$ cat src/rtl/sha256_msg_schedule.sv
// SHA-256 message schedule generator.
//
// Accepts the 16 words of one 512-bit block serially (M0 first), then streams
// the 64 schedule words W0..W63 to the compression rounds, one word per
// handshake. The expansion uses a 16-word sliding window: win[0] is always
// the current Wt. Each accepted output word shifts the window down by one and
// appends the next recurrence term at win[15].
//
// Ports:
//   clk        rising-edge clock
//   rst        asynchronous, active-high reset (discards any partial block)
//   din        message word input
//   din_valid  din is valid
//   din_ready  block is in LOAD and can take a word
//   w_out      current schedule word Wt
//   w_idx      index t of w_out
//   w_valid    w_out / w_idx are valid (STREAM)
//   w_ready    consumer accepts the word
//   w_last     high with w_valid when t = NUM_ROUNDS-1
//   busy       high while streaming
module sha256_msg_schedule #(
  // Only 32 is legal: the sigma rotate/shift amounts are fixed SHA-256 constants.
  parameter int DATA_WIDTH = 32,
  parameter int NUM_ROUNDS = 64
) (
  input  logic                  clk,
  input  logic                  rst,
  input  logic [DATA_WIDTH-1:0] din,
  input  logic                  din_valid,
  output logic                  din_ready,
  output logic [DATA_WIDTH-1:0] w_out,
  output logic [5:0]            w_idx,
  output logic                  w_valid,
  input  logic                  w_ready,
  output logic                  w_last,
  output logic                  busy
);

  typedef enum logic {
    LOAD   = 1'b0,
    STREAM = 1'b1
  } state_t;

  state_t                state;
  state_t                state_nxt;
  logic [DATA_WIDTH-1:0] win [16];
  logic [3:0]            load_cnt;
  logic [5:0]            stream_cnt;
  logic                  load_hs;
  logic                  w_hs;
  logic [DATA_WIDTH-1:0] w_new;

  // sigma0(x) = ROTR7 ^ ROTR18 ^ SHR3
  function automatic logic [31:0] sig0(input logic [31:0] x);
    return {x[6:0], x[31:7]} ^ {x[17:0], x[31:18]} ^ {3'b000, x[31:3]};
  endfunction

  // sigma1(x) = ROTR17 ^ ROTR19 ^ SHR10
  function automatic logic [31:0] sig1(input logic [31:0] x);
    return {x[16:0], x[31:17]} ^ {x[18:0], x[31:19]} ^ {10'b0, x[31:10]};
  endfunction

  assign load_hs = (state == LOAD) && din_valid;
  assign w_hs    = w_valid && w_ready;

  // Viewed from the shifted window, win[14], win[9], win[1], win[0] are
  // W(t-2), W(t-7), W(t-15), W(t-16) of the word being appended. The sum
  // wraps at 32 bits; the carry is dropped.
  assign w_new = sig1(win[14]) + win[9] + sig0(win[1]) + win[0];

  always_ff @(posedge clk or posedge rst) begin
    if (rst) begin
      state <= LOAD;
    end else begin
      state <= state_nxt;
    end
  end

  always_comb begin
    state_nxt = state;
    din_ready = 1'b0;
    w_valid   = 1'b0;
    busy      = 1'b0;
    w_last    = 1'b0;
    case (state)
      LOAD: begin
        din_ready = 1'b1;
        if (din_valid && (load_cnt == 4'd15)) begin
          state_nxt = STREAM;
        end
      end
      STREAM: begin
        w_valid = 1'b1;
        busy    = 1'b1;
        w_last  = (stream_cnt == 6'(NUM_ROUNDS - 1));
        if (w_ready && w_last) begin
          state_nxt = LOAD;
        end
      end
      default: state_nxt = LOAD;
    endcase
  end

  assign w_out = win[0];
  assign w_idx = stream_cnt;

  always_ff @(posedge clk or posedge rst) begin
    if (rst) begin
      load_cnt   <= 4'd0;
      stream_cnt <= 6'd0;
      for (int i = 0; i < 16; i++) begin
        win[i] <= '0;
      end
    end else if (load_hs) begin
      // Counter wraps 15 -> 0 on the 16th word, ready for the next block.
      win[load_cnt] <= din;
      load_cnt      <= load_cnt + 4'd1;
    end else if (w_hs) begin
      for (int i = 0; i < 15; i++) begin
        win[i] <= win[i + 1];
      end
      win[15] <= w_new;
      if (w_last) begin
        stream_cnt <= 6'd0;
      end else begin
        stream_cnt <= stream_cnt + 6'd1;
      end
    end
  end

endmodule
$ cat config.mk
export PLATFORM = sky130hd
export DESIGN_NAME = sha256_msg_schedule
export DESIGN_NICKNAME = d
export VERILOG_FILES = /design/src/rtl/sha256_msg_schedule.sv
export SDC_FILE = /design/constraint.sdc
export NUM_CORES = 2
export LEC_CHECK = 0
export ABC_AREA = 0
export BUFFER_PORTS_ARGS = -buffer_cell sky130_fd_sc_hd__buf_2
export CAP_MARGIN = 30
export CORE_MARGIN = 4
export CORE_UTILIZATION = 45
export CTS_CLUSTER_DIAMETER = 40
export DETAILED_ROUTE_END_ITERATION = 10
export GPL_TIMING_DRIVEN = 1
export HOLD_SLACK_MARGIN = 0.02
export PLACE_DENSITY_LB_ADDON = 0.1
export SLEW_MARGIN = 10
export SYNTH_ARGS = -nofsm -noshare
export SYNTH_HDL_FRONTEND = slang
export SYNTH_SLANG_ARGS = --single-unit
export TNS_END_PERCENT = 5
$ cat constraint.sdc
create_clock -name clk -period 18.7 [get_ports clk]
set_input_delay 1.87 -clock clk [delete_from_list [all_inputs] [get_ports clk]]
set_output_delay 1.87 -clock clk [all_outputs]
set_load 0.01 [all_outputs]
== Word level (Yosys, flattened, before mapping) ==
Index checks and enable logic that the tools add are counted.
Widths: inputs -> output; s select.

* Output and inout port bits: 42
* Register bits: 523
* Input bits: 36

* Bitwise operators: 7
* Reduce and logical (&&, ||, !) cells: 7
* Mux-type cells: 12
* Add/sub/neg operators: 5
* Magnitude comparators: 2
* Equality and inequality tests: 2

{| class="wikitable"
|+ Operators by type and width
! kind !! number
|-
| $mux 512 || 2
|-
| $bwmux 512 || 1
|-
| $demux 32 s4 || 1
|-
| $add 32x32->32 || 3
|-
| $xor 32x32->32 || 2
|-
| $mux 32 || 1
|-
| $xor 32x22->32 || 1
|-
| $xor 32x29->32 || 1
|-
| $add 6x1->6 const B || 1
|-
| $eq 6x6->1 const B || 1
|-
| $mux 6 || 1
|-
| $ge 5x5->1 const B || 1
|-
| $logic_and 1x1->1 || 5
|-
| $lt 5x1->1 const B || 1
|-
| $mux 1 || 5
|-
| $not 4->5 || 1
|-
| $add 4x1->4 const B || 1
|-
| $eq 4x4->1 const B || 1
|-
| $not 1->1 || 2
|-
| $pmux 1 s2 || 1
|-
| $reduce_and 2->1 || 1
|-
| $reduce_bool 2->1 || 1
|}

== Depth between registers and ports, before layout ==
* Depth after elaboration: 7
* Gate-level depth with buffers: 16
* Mapped depth without buffers: 15

== Least setup slack after synthesis ==
No wires, ideal clock.

* Kind: reg-to-reg
* From: reg win[50] (netlist bit)
* To: reg win[25] (netlist bit)
* Required time: 18.570 ns
* Slack: 14.829 ns
* Clock period less this slack: 3.871 ns
* Arrival: 3.741 ns
* Cell stages (with the launch flop): 17
* Buffers on the path: 1
* Cells stage by stage: dfrtp_1 clkbuf_1 xor2_1 xnor2_1 fa_1 inv_1 fa_1 ha_1 fa_1 a21oi_1 o21ai_1 o2111a_1 a211oi_2 o21ai_1 a31oi_1 xor2_1 o21ai_1

* Word-level cells in the longest chain between the ends: 7

{| class="wikitable"
|+ RTL lines
! element !! line !! source
|-
| start, declared || 46 || <nowiki>logic [DATA_WIDTH-1:0] win [16];</nowiki>
|-
| start signal, assigned by index || 116 || <nowiki>win[load_cnt] <= din;</nowiki>
|-
| start signal, assigned by index || 120 || <nowiki>win[i] <= win[i + 1];</nowiki>
|-
| $xor 32x32->32 || 60 || <nowiki>return {x[16:0], x[31:17]} ^ {x[18:0], x[31:19]} ^ {10'b0, x[31:10]};</nowiki>
|-
| $xor 32x22->32 (*) || 60 ||
|-
| $add 32x32->32 (*) (3 in series) || 69 || <nowiki>assign w_new = sig1(win[14]) + win[9] + sig0(win[1]) + win[0];</nowiki>
|-
| $mux 512 (*) || 118 || <nowiki>end else if (w_hs) begin</nowiki>
|-
| $mux 512 (*) || 114 || <nowiki>end else if (load_hs) begin</nowiki>
|}

Mark *: on every way between the ends. The rest lies on a longest branch, timed or not. The select of a mux whose other input is x is not followed.
A chain may end at the register's enable or synchronous reset.

== Worst setup path in the final report ==
* From: reg win[50] (netlist bit)
* To: reg win[31] (netlist bit)

Same word-level chain as after synthesis.

==> summary.md <==
| Metric | Value |
|---|---|
| Status | completed |
| Final ANT Viol Nets | 0 |
| Fin. Hold Viols | 0 |
| # resized after CTS | 0 |
| EDFF count, synth | 0 |
| DR iter-0 viols | 2748 |
| ANT cells | 0 |
| First-pass GRT wire length | 157000 µm |
| Sequential share of the synthesized area | 46.6% |
| Crit Path Class | register to register |
| Initial antenna violation count | 1 |
| Fin crit share | 26.4% |
| Commonest non-fill, non-tap cell in the layout | nand2_1 |
| Share of cells above drive strength 1 | 9.36% |
| Count of state elements after synthesis | 523 |
| Num CTS Buffers | 98 |
| Most frequent cells in the layout | 533 x nand2_1, 523 x dfrtp_1, 510 x a21oi_1, 504 x o21ai_0, 496 x nor2_1 |
| Clock sink count | 523 |
| Routed len/inst | 24.3 µm |
| Via density | 5.88 |
| CTS clk-pin slew, worst paths | 0.06 ns |
| Longest Clk Path Bufs | 3 |
| Clk_skew | 0.0362 ns |
| Setup TNS | 0 ns |
| Actual transition at the worst max-transition pin | 0.894 ns |
| Area contributors post-synth | dfrtp_1 47%, a21oi_1 9.1%, o21ai_0 9.0%, nand2_1 7.2%, nor2_1 6.7% |
| Count of different cell masters after synthesis | 59 |
| RSZ-0062 raised after global routing | false |
| Final nets | 3470 |
| Tmin final | 4.94 ns |
| Initial Util | 45.5% |
| Yosys top cell by area | dfrtp_1 |
| Residual DRC count | 0 |
| Max cap viols | 0 |
| Placer Congestion | 0.943 |
| Area of the die | 0.0664 mm² |
| Die Wd | 258 µm |
| Dpl hpwl | 66700 µm |
| Relative slew slack | 40.4% |
| Grt total ovfl | 0 |
| Setup Buffers After CTS | 0 |
| Synth Instances | 3437 |
| Syn nets | 3571 |
| CTS H-Tree Depth | 3 |
| Largest net degree at the start of global routing | 181 |
| Setup violators final | 0 |
| Rows | 91 |
| Syn Area/Cell | 8.16 µm² |
| TritonCTS clock tree | built |
| Vias in the first global route | 24.2k |
| Critical Path RT | 19.23 ns |
| TritonRoute pass-1 iters | 6 |
| Die Ht | 258 µm |
| Via count | 25.0k |
| Mapped Area | 0.0281 mm² |
| Fill count | 5752 |
| Root Buffer | clkbuf_16 |
| GRT Util Overall | 30.7% |
| Arr. time, crit path | 5.47 ns |
| Area growth, synth to finish | 14.9% |
| Crit. End Element | register |
| Cts hold-fix bufs | 0 |
| Hold Path Class | register to register |
| Critical Path Source Type | register |
| Critical path peak fanout | 5 |
| Final number of max-transition violations | 0 |
| Worst skew pair latency | 0.67 ns |
| Fmax | 202 MHz |
| Buffers on Ports | 77 |
| Main synth FF type | dfrtp_1 |
| Synth Warn # | 0 |
| WL final | 104000 µm |
| Core area | 0.0617 mm² |
| Post-synthesis async set-or-reset flop share | 100% |
| I/O pins | 78 |
| Multi-input gate area | 0.0131 mm² |
| Register area | 0.0131 mm² |
| Area share of the largest cell type after synthesis | 46.6% |
==> final cells by class <==
cell class                      count  area share [%]
Sequential cell                   523            40.6
Clock buffer                      126            8.46
Clock inverter                     56            2.52
Inverter                          127            1.50
Tap cell                          837            3.25
Timing Repair Buffer              131            2.93
Multi-Input combinational cell   2455            40.7
==> layer usage <==
metal	GRT usage, %	wire, µm
met1	44.2	44400
met2	45.7	45600
met3	5.92	8460
met4	13.1	5020
met5	0	13
==> flip-flops by register name (all words and copies together), names as in the netlist <==
name and cells:
load_cnt 4, state 1, w_idx 6, w_out 32, win 480
==> cells in the mapped netlist, types with 2 or more instances <==
cell type  instances
a21o_1            14
and3_1             6
a21oi_1          510
nor3_1             4
nand3_1           22
ha_1              36
o21ai_0          504
a221oi_1           3
o21bai_1           5
xor2_1            54
nand2_2            2
buf_1             12
nor2b_1            5
buf_2             18
nand3b_1           2
o21ai_1           17
dfrtp_1          523
and2_1             3
a31oi_1            7
nand2_1          535
buf_4             34
fa_1              62
a221o_1            2
nor2_1           498
inv_1            127
nand4_1            6
nand2b_1           4
a22oi_1           28
clkbuf_1         268
o31ai_1            3
xnor2_1           95
==> worst max-delay path, stage by stage, from the launching register on <==
cell and delay (ns):
dfrtp_1 0.50, xor2_1 0.22, xnor2_1 0.40, fa_1 0.49
inv_1 0.08, fa_1 0.41, ha_1 0.23, fa_1 0.47
a21oi_1 0.22, o21ai_1 0.17, o2111ai_1 0.48, nand3_1 0.21
a221oi_2 0.46, a21oi_1 0.22, xnor2_1 0.18, o21ai_1 0.07
==> metrics by stage <==
stage	area, µm²	hold slack, ns	util, %	worst slack, ns	instances
final	32200	0.482	52.2	13.76	4255
after global placement	28500	0.459	46.2	13.18	4066
after global routing	32200	0.495	52.2	13.62	4255
after CTS	32200	0.478	52.1	13.78	4253
after detailed placement	28600	0.468	46.4	13.32	4071
after floorplan	28100	0.446	-	2.22	3437
==> logic make-up (layout without fill, tap and decap cells) <==
logic type | after synthesis | in the layout | synth area share, %
mux | 1 | 1 | 0.0357
fa+ha+maj | 98 | 98 | 6.03
xor+xnor | 149 | 149 | 4.65
buf+inv | 459 | 440 | 6.68
simple gates | 1091 | 1091 | 15.1
compound gates | 1116 | 1116 | 20.9
flops | 523 | 523 | 46.6
==> path summary, 6_finish.rpt <==
path	startpoint	to	slack (ns)	depth (start not counted)
min in group asynchronous	rst	win[346]	1.32	2
setup / recovery	win[50]	win[31]	13.76	15
setup reg to reg	win[50]	win[31]	13.76	15
hold / removal	win[0]	win[0]	0.48	2
max in group asynchronous	rst	win[12]	15.38	5
hold reg to reg	win[0]	win[0]	0.48	2
Power is left out: the tool's default activity adds up to more than one toggle a clock period on the data nets, which glitch-free logic cannot reach.
